--- src/rtl/band_gain_mixer.sv ---
// band_gain_mixer: per-band signed gain, time-multiplexed MAC, rounded and saturated mix of the filter bank outputs.
// Optional feature: define MIXER_SAT_CNT_EN to add the saturating sat_count output.
module band_gain_mixer #(
   parameter int NBANDS = 10,
   parameter int DW     = 24,
   parameter int GW     = 16
) (
   input  logic                 clk,
   input  logic                 reset,
   input  logic                 enable,
   input  logic                 sample_valid,
   input  logic [NBANDS*DW-1:0] band_in,
   input  logic                 gain_we,
   input  logic [3:0]           gain_addr,
   input  logic [GW-1:0]        gain_wdata,
   output logic [DW-1:0]        audio_out,
   output logic                 out_valid,
   output logic                 busy,
   output logic                 sat_flag,
`ifdef MIXER_SAT_CNT_EN
   output logic [15:0]          sat_count,
`endif
   output logic                 overrun
);
   localparam int AW   = DW + GW + 4;
   localparam int PW   = DW + GW;
   localparam int FRAC = GW - 4;
   localparam logic signed [GW-1:0] UNITY = GW'(1) << FRAC;
   localparam logic signed [AW-1:0] HALF  = AW'(1) << (FRAC - 1);
   localparam logic signed [AW-1:0] MAXV  = (AW'(1) << (DW - 1)) - AW'(1);
   localparam logic signed [AW-1:0] MINV  = ~MAXV;
   typedef enum logic [1:0] {IDLE, MAC, SAT} state_t;
   state_t                 state;
   logic [3:0]             idx;
   logic signed [AW-1:0]   acc;
   logic signed [DW-1:0]   cap     [NBANDS];
   logic signed [GW-1:0]   g_stage [NBANDS];
   logic signed [GW-1:0]   g_act   [NBANDS];
   logic signed [PW-1:0]   prod;
   logic signed [AW-1:0]   prod_x;
   logic signed [AW-1:0]   rnd;
   logic                   hi;
   logic                   lo;
   logic                   last;
   logic [DW-1:0]          sat_val;
   assign prod    = cap[idx] * g_act[idx];
   assign prod_x  = {{(AW-PW){prod[PW-1]}}, prod};
   assign rnd     = (acc + HALF) >>> FRAC;
   assign hi      = rnd > MAXV;
   assign lo      = rnd < MINV;
   assign last    = idx == 4'(NBANDS - 1);
   assign sat_val = hi ? MAXV[DW-1:0] : lo ? MINV[DW-1:0] : rnd[DW-1:0];
   // Staging gains: writes land here at any time and are picked up at the next capture
   always_ff @(posedge clk or posedge reset) begin
      if (reset) begin
         for (int i = 0; i < NBANDS; i++) g_stage[i] <= UNITY;
      end else if (gain_we && gain_addr < 4'(NBANDS)) begin
         g_stage[gain_addr] <= gain_wdata;
      end
   end
   // Sequencer: capture samples and gains, one band MAC per clock, then round/clamp into the output register
   always_ff @(posedge clk or posedge reset) begin
      if (reset) begin
         state     <= IDLE;
         idx       <= '0;
         acc       <= '0;
         audio_out <= '0;
         out_valid <= 1'b0;
         sat_flag  <= 1'b0;
         overrun   <= 1'b0;
         busy      <= 1'b0;
         for (int i = 0; i < NBANDS; i++) begin
            cap[i]   <= '0;
            g_act[i] <= UNITY;
         end
      end else begin
         out_valid <= 1'b0;
         sat_flag  <= 1'b0;
         if (sample_valid && enable && state != IDLE) overrun <= 1'b1;
         case (state)
            IDLE: if (sample_valid && enable) begin
               state <= MAC;
               busy  <= 1'b1;
               idx   <= '0;
               acc   <= '0;
               g_act <= g_stage;
               for (int i = 0; i < NBANDS; i++) cap[i] <= band_in[i*DW +: DW];
            end
            MAC: begin
               acc   <= acc + prod_x;
               idx   <= last ? idx : idx + 4'd1;
               state <= last ? SAT : MAC;
            end
            SAT: begin
               state     <= IDLE;
               busy      <= 1'b0;
               audio_out <= sat_val;
               out_valid <= 1'b1;
               sat_flag  <= hi | lo;
            end
            default: state <= IDLE;
         endcase
      end
   end
`ifdef MIXER_SAT_CNT_EN
   // Clip counter: counts clipped outputs and sticks at all-ones
   always_ff @(posedge clk or posedge reset) begin
      if (reset) sat_count <= '0;
      else if (state == SAT && (hi | lo) && sat_count != 16'hFFFF) sat_count <= sat_count + 16'd1;
   end
`endif
endmodule

--- config.mk ---
export PLATFORM = sky130hd
export DESIGN_NAME = band_gain_mixer
export DESIGN_NICKNAME = d
export VERILOG_FILES = /design/src/rtl/band_gain_mixer.sv
export SDC_FILE = /design/constraint.sdc
export NUM_CORES = 2
export LEC_CHECK = 0
export ABC_AREA = 1
export CAP_MARGIN = 20
export CORE_MARGIN = 1
export CORE_UTILIZATION = 45
export DETAILED_ROUTE_END_ITERATION = 8
export GPL_TIMING_DRIVEN = 0
export SLEW_MARGIN = 20
export SYNTH_ARGS = -nofsm -noshare
export SYNTH_HDL_FRONTEND = slang
export SYNTH_SLANG_ARGS = --single-unit
export TNS_END_PERCENT = 1
--- constraint.sdc ---
create_clock -name clk -period 27.1 [get_ports clk]
set_input_delay 5.42 -clock clk [delete_from_list [all_inputs] [get_ports clk]]
set_output_delay 5.42 -clock clk [all_outputs]
set_load 0.03 [all_outputs]
# Yosys cells after proc, flatten, opt, wreduce, memory -nomap -nowiden
# Cells that the tools add are included.
# classes
n_addsub	3
multipliers	1
n_reduce_logical	12
muxes	23
n_eq_ne	5
bitwise_logic	3
order_cmp	6
# ops
operator	n
bitwise mux 160 bit	1
binary-select mux 24 bit (select 4 bit)	1
2-to-1 mux 24 bit	4
one-hot mux 44 bit (2 select lines)	1
binary-select mux 16 bit (select 4 bit)	1
demux 16 bit (select 4 bit)	1
2-to-1 mux 16 bit	3
adder 44 x 13 -> 44 bit (second input constant)	1
adder 44 x 40 -> 44 bit	1
2-to-1 mux 44 bit	1
multiplier 24 x 16 -> 40 bit	1
greater-than comparator 32 x 24 -> 1 bit (second input constant)	1
< comparator 32 x 24 -> 1 bit (second input constant)	1
>= comparator 5 bit (second input constant)	2
inverter 4 -> 5 bit	2
2-to-1 mux 4 bit	2
one-hot mux 4 bit (2 select lines)	1
AND reduction 2 bit	3
nonzero test 2 bit	3
< comparator 5 x 1 -> 1 bit (second input constant)	1
adder 4 x 1 -> 4 bit (second input constant)	1
== test 4 bit (second input constant)	1
logical AND 1 bit	4
< comparator 4 bit (second input constant)	1
10 further kinds	14
# word_totals
ff_bits	638
output_inout_bits	28
word_cells	91

# Logic depth before layout (Yosys ltp)
# logic_depth
word_depth	7
depth_mapped	35

# Worst setup path after synthesis
# No wires, ideal clock.
# synth_path
path_type	reg-to-reg
start	reg idx[0]
end	reg acc[43]
path_slack_ns	20.147
arrival_ns	6.870
path_buffers	3
setup_time_ns	0.083
stages_incl_launch_ff	29
path_cell_list	dfrtp_1 inv_1 buf_2 clkbuf_1 o21ai_0 o221ai_1 a31o_2 buf_2 nand2_1 fa_1 inv_1 fa_1 inv_1 fa_1 inv_1 fa_1 inv_1 fa_1 fa_1 inv_1 ha_1 nand4_1 nor4_1 nand2_1 nor2_1 nor2_1 nand3_1 nand2_1 o21ai_0
# synth_via
elab_chain_len	7
# synth_lines
element	line	text
start: declaration	34	logic [3:0] idx;
start signal: assignment	91	idx <= last ? idx : idx + 4'd1;
inverter 4 -> 5 bit (not written as such) *	46	assign prod = cap[idx] * g_act[idx];
binary-select mux 24 bit (select 4 bit) or binary-select mux 16 bit (select 4 bit) (tied branches)	46	
2-to-1 mux 24 bit (not written as such) or 2-to-1 mux 16 bit (tied branches) (2 in series)	46	
multiplier 24 x 16 -> 40 bit *	46	
adder 44 x 40 -> 44 bit *	90	acc <= acc + prod_x;
one-hot mux 44 bit (2 select lines) *	80	case (state)
end signal: assignment	90	
end: declaration	35	logic signed [AW-1:0] acc;
# Every way passes the cells marked *; elsewhere a longest branch is shown, timed or not. The select of a mux whose other input is x is not followed.
# A chain may end at the register's enable or synchronous reset.

# Worst setup path in the final report
# Ends and elaborated chain as after synthesis.

==> results.md <==
- Ports: 293
- Tot GR Track Use: 32.4%
- Die area: 101,000 µm²
- Async SR Flop Fraction: 100%
- Startpoint Class: register
- Cell Area, Synth: 44,900 µm²
- Critical Path Slowest Stage Cell: fa_1
- Post-synth top area share: 34.4%
- Starting Density: 45.5%
- Max frequency: 0.103 GHz
- Area contributors post-synth: dfrtp_1, fa_1, nand2_1
- Core ar.: 98,700 µm²
- Largest net degree at the start of global routing: 99
- Period minus WS final: 9.68 ns
- Post-CTS resize count: 0
- Synthesis-to-finish area growth: 16.3%
- Setup Skew: 0.0882 ns
- Vias per inst: 5.37
- Post-synth top area cell: dfrtp_1
- Period utilization: 35.7%
- Main synth FF type: dfrtp_1
- Die H: 318 µm
- Via count: 39,100
- Wl on met1: 66.1 mm
- Area fraction in compound gates after synthesis: 10.9%
- CP arrival: 10.20 ns
- Clock Latency Late Sink: 0.70 ns
- Setup TNS: 0 ns
- Mux cell area share after synthesis: 0.423%
- Synth Area in XOR/XNOR: 0.585%
- Post-route DRC: 0
- CTS Root Cell: clkbuf_16
- Most frequent CP cell: fa_1
- CTS Buffer Depth: 3
- Slew Viols, Final: 0
- Post-Layout Cell Count: 7,278
- Count of cell types in the netlist: 48
- Vias in the first global route: 39,200
- Register bit total from synthesis: 638
- Drt pass-1 iters: 6
- Worst setup EP type: register
- CP max FO: 10
- ANT nets after route: 0
- Routed wire length: 161 mm
- Clock Pin Slew Worst Setup and Hold Paths: 0.06 ns
- Detailed router's first-iteration violation count: 3,702
- Setup ws final: 17.42 ns
- Setup bufs post-CTS: 0
- RSZ-0062 raised after global routing: false
- Post-synthesis simple-gate area fraction: 18.7%
- Hold_buf cts: 0
- Final setup fails: 0
- First-pass GRT wire length: 244 mm
- Number of synthesized flops with an enable pin: 0
- R2r endpoint: acc[43]$_DFFE_PP0P_
- H-tree depth: 3
- Nets: 6,752
- Outcome: finished clean
- Final HPWL DP: 129 mm
- Hold depth: 2
- CTS buffer count: 74
- Syn Inst Count: 5,551
- Clock Sinks: 638
- Placed Instances: 7,137
- Synth warn: 0
- Hold Path Origin: g_stage[108]$_DFFE_PP1P_
- Crit path kind: register to register
- Worst slack at placement: 17.78 ns
- R2r startpoint: idx[0]$_DFFE_PP0P_
- Row cnt: 115
- Cell with the most instances after synthesis: nand2_1
- Min-Delay Endpoint: g_act[108]$_DFFE_PP1P_
- Worst R2R Path Depth: 28
- R2R Setup Slk: 17.42 ns
- Horiz. Die Dim: 318 µm
- Synthesized area per cell: 8.09 µm²
- Largest family of logic cells by synthesized area: adder cells
- Placer Congestion: 0.955
- Actual slew at the worst max-slew pin: 1.25 ns
- CTS tree: done
- Synth Area in Adders: 22.8%
- Top sig layer: met4
- Synth top cells by count: nand2_1, inv_1, dfrtp_1
- Grt ovf: 0
- Port bufs: 292
- Req. time, crit path: 27.63 ns
- Hold Vio Cnt, Final: 0
- Antenna violations before repair: 7
- Post-Syn Nets: 6,376
- DR WL met3: 12.7 mm
- Part of the Yosys area used for sequential elements: 35.6%
- Met2 wire len: 74.3 mm
- Worst path max stage delay: 0.85 ns
- Worst min path class: register to register
- Fraction of layout cells with a size suffix above 1: 5.14%
- Max_cap viols: 0
- Relative slew margins: 16.7%
- Wirelength per Cell: 22.1 µm
## registers in the layout, summed over array words and instances (netlist names)
signal / flops
cap: 240
g_act: 160
g_stage: 160
acc: 44
audio_out: 24
idx: 4
state: 2
busy: 1
out_valid: 1
overrun: 1
sat_flag: 1
## cell families after synthesis
| logic type | Yosys count |
|---|---|
| xor gates and xnor gates | 30 |
| muxes | 19 |
| buffers and inverters | 1260 |
| adders and majority gates | 560 |
| and+or+nand+nor | 2161 |
| AOI/OAI and AO/OA | 883 |
| DFF | 638 |
## cell type report
type	instances	area [µm²]
buffer	265	1150
clock buffer	109	2120
sequential	638	16000
tap	1287	1610
multi-input combinational	3653	24100
antenna	3	7.51
clock inverter	28	449
inverter	995	3740
timing repair buffer	300	3130
fill	9702	46400
## stage by stage
step           util, %  instance area (µm²)  hold WS, ns
3_5_place_dp      50.3                49700        0.453
4_1_cts           52.9                52200        0.457
6_report          53.0                52300        0.457
2_1_floorplan        -                44900        0.437
3_3_place_gp      50.1                49500        0.449
5_1_grt           52.9                52300        0.469
## layout by cell type (no fill, tap or decap), drive strengths merged, types with 20 or more instances in the layout
master / synthesis / routed
a21oi: 169 / 169
buf: 99 / 106
clkbuf: 166 / 276
clkdlybuf4s50: 0 / 292
dfrtp: 618 / 618
dfstp: 20 / 20
fa: 434 / 434
ha: 126 / 126
inv: 994 / 995
nand2: 1764 / 1764
nand3: 96 / 96
nor2: 255 / 255
nor3: 21 / 21
o211ai: 64 / 64
o21ai: 586 / 586
xor2: 21 / 21
## layer usage
layer  track usage, %  vias to the layer above
li1                 -                    17700
met1             43.6                    19400
met2             51.6                     1597
met3             5.02                      357
met4             15.0                        0
met5                0                        -
## worst max-delay path by stage
stage,slack [ns],cells after the start,end,start
2_1_floorplan,3.84,1,acc[0]$_DFFE_PP0P_,reset
3_3_place_gp,-4.37,2,acc[10]$_DFFE_PP0P_,reset
3_5_place_dp,17.78,28,acc[43]$_DFFE_PP0P_,idx[0]$_DFFE_PP0P_
4_1_cts,17.63,28,acc[43]$_DFFE_PP0P_,idx[0]$_DFFE_PP0P_
5_1_grt,17.11,28,acc[43]$_DFFE_PP0P_,idx[0]$_DFFE_PP0P_
6_report,17.42,28,acc[43]$_DFFE_PP0P_,idx[0]$_DFFE_PP0P_
## critical path: cells and delay by family (launching register included)
kind | cells | cell delay [ns]
AOI/OAI and AO/OA | 3 | 1.08
adders and majority gates | 7 | 4.16
buffers and inverters | 9 | 2.04
DFF | 1 | 0.48
and+or+nand+nor | 9 | 1.69
Power is left out: the tool's default activity adds up to more than one toggle a clock period on the data nets, which glitch-free logic cannot reach.
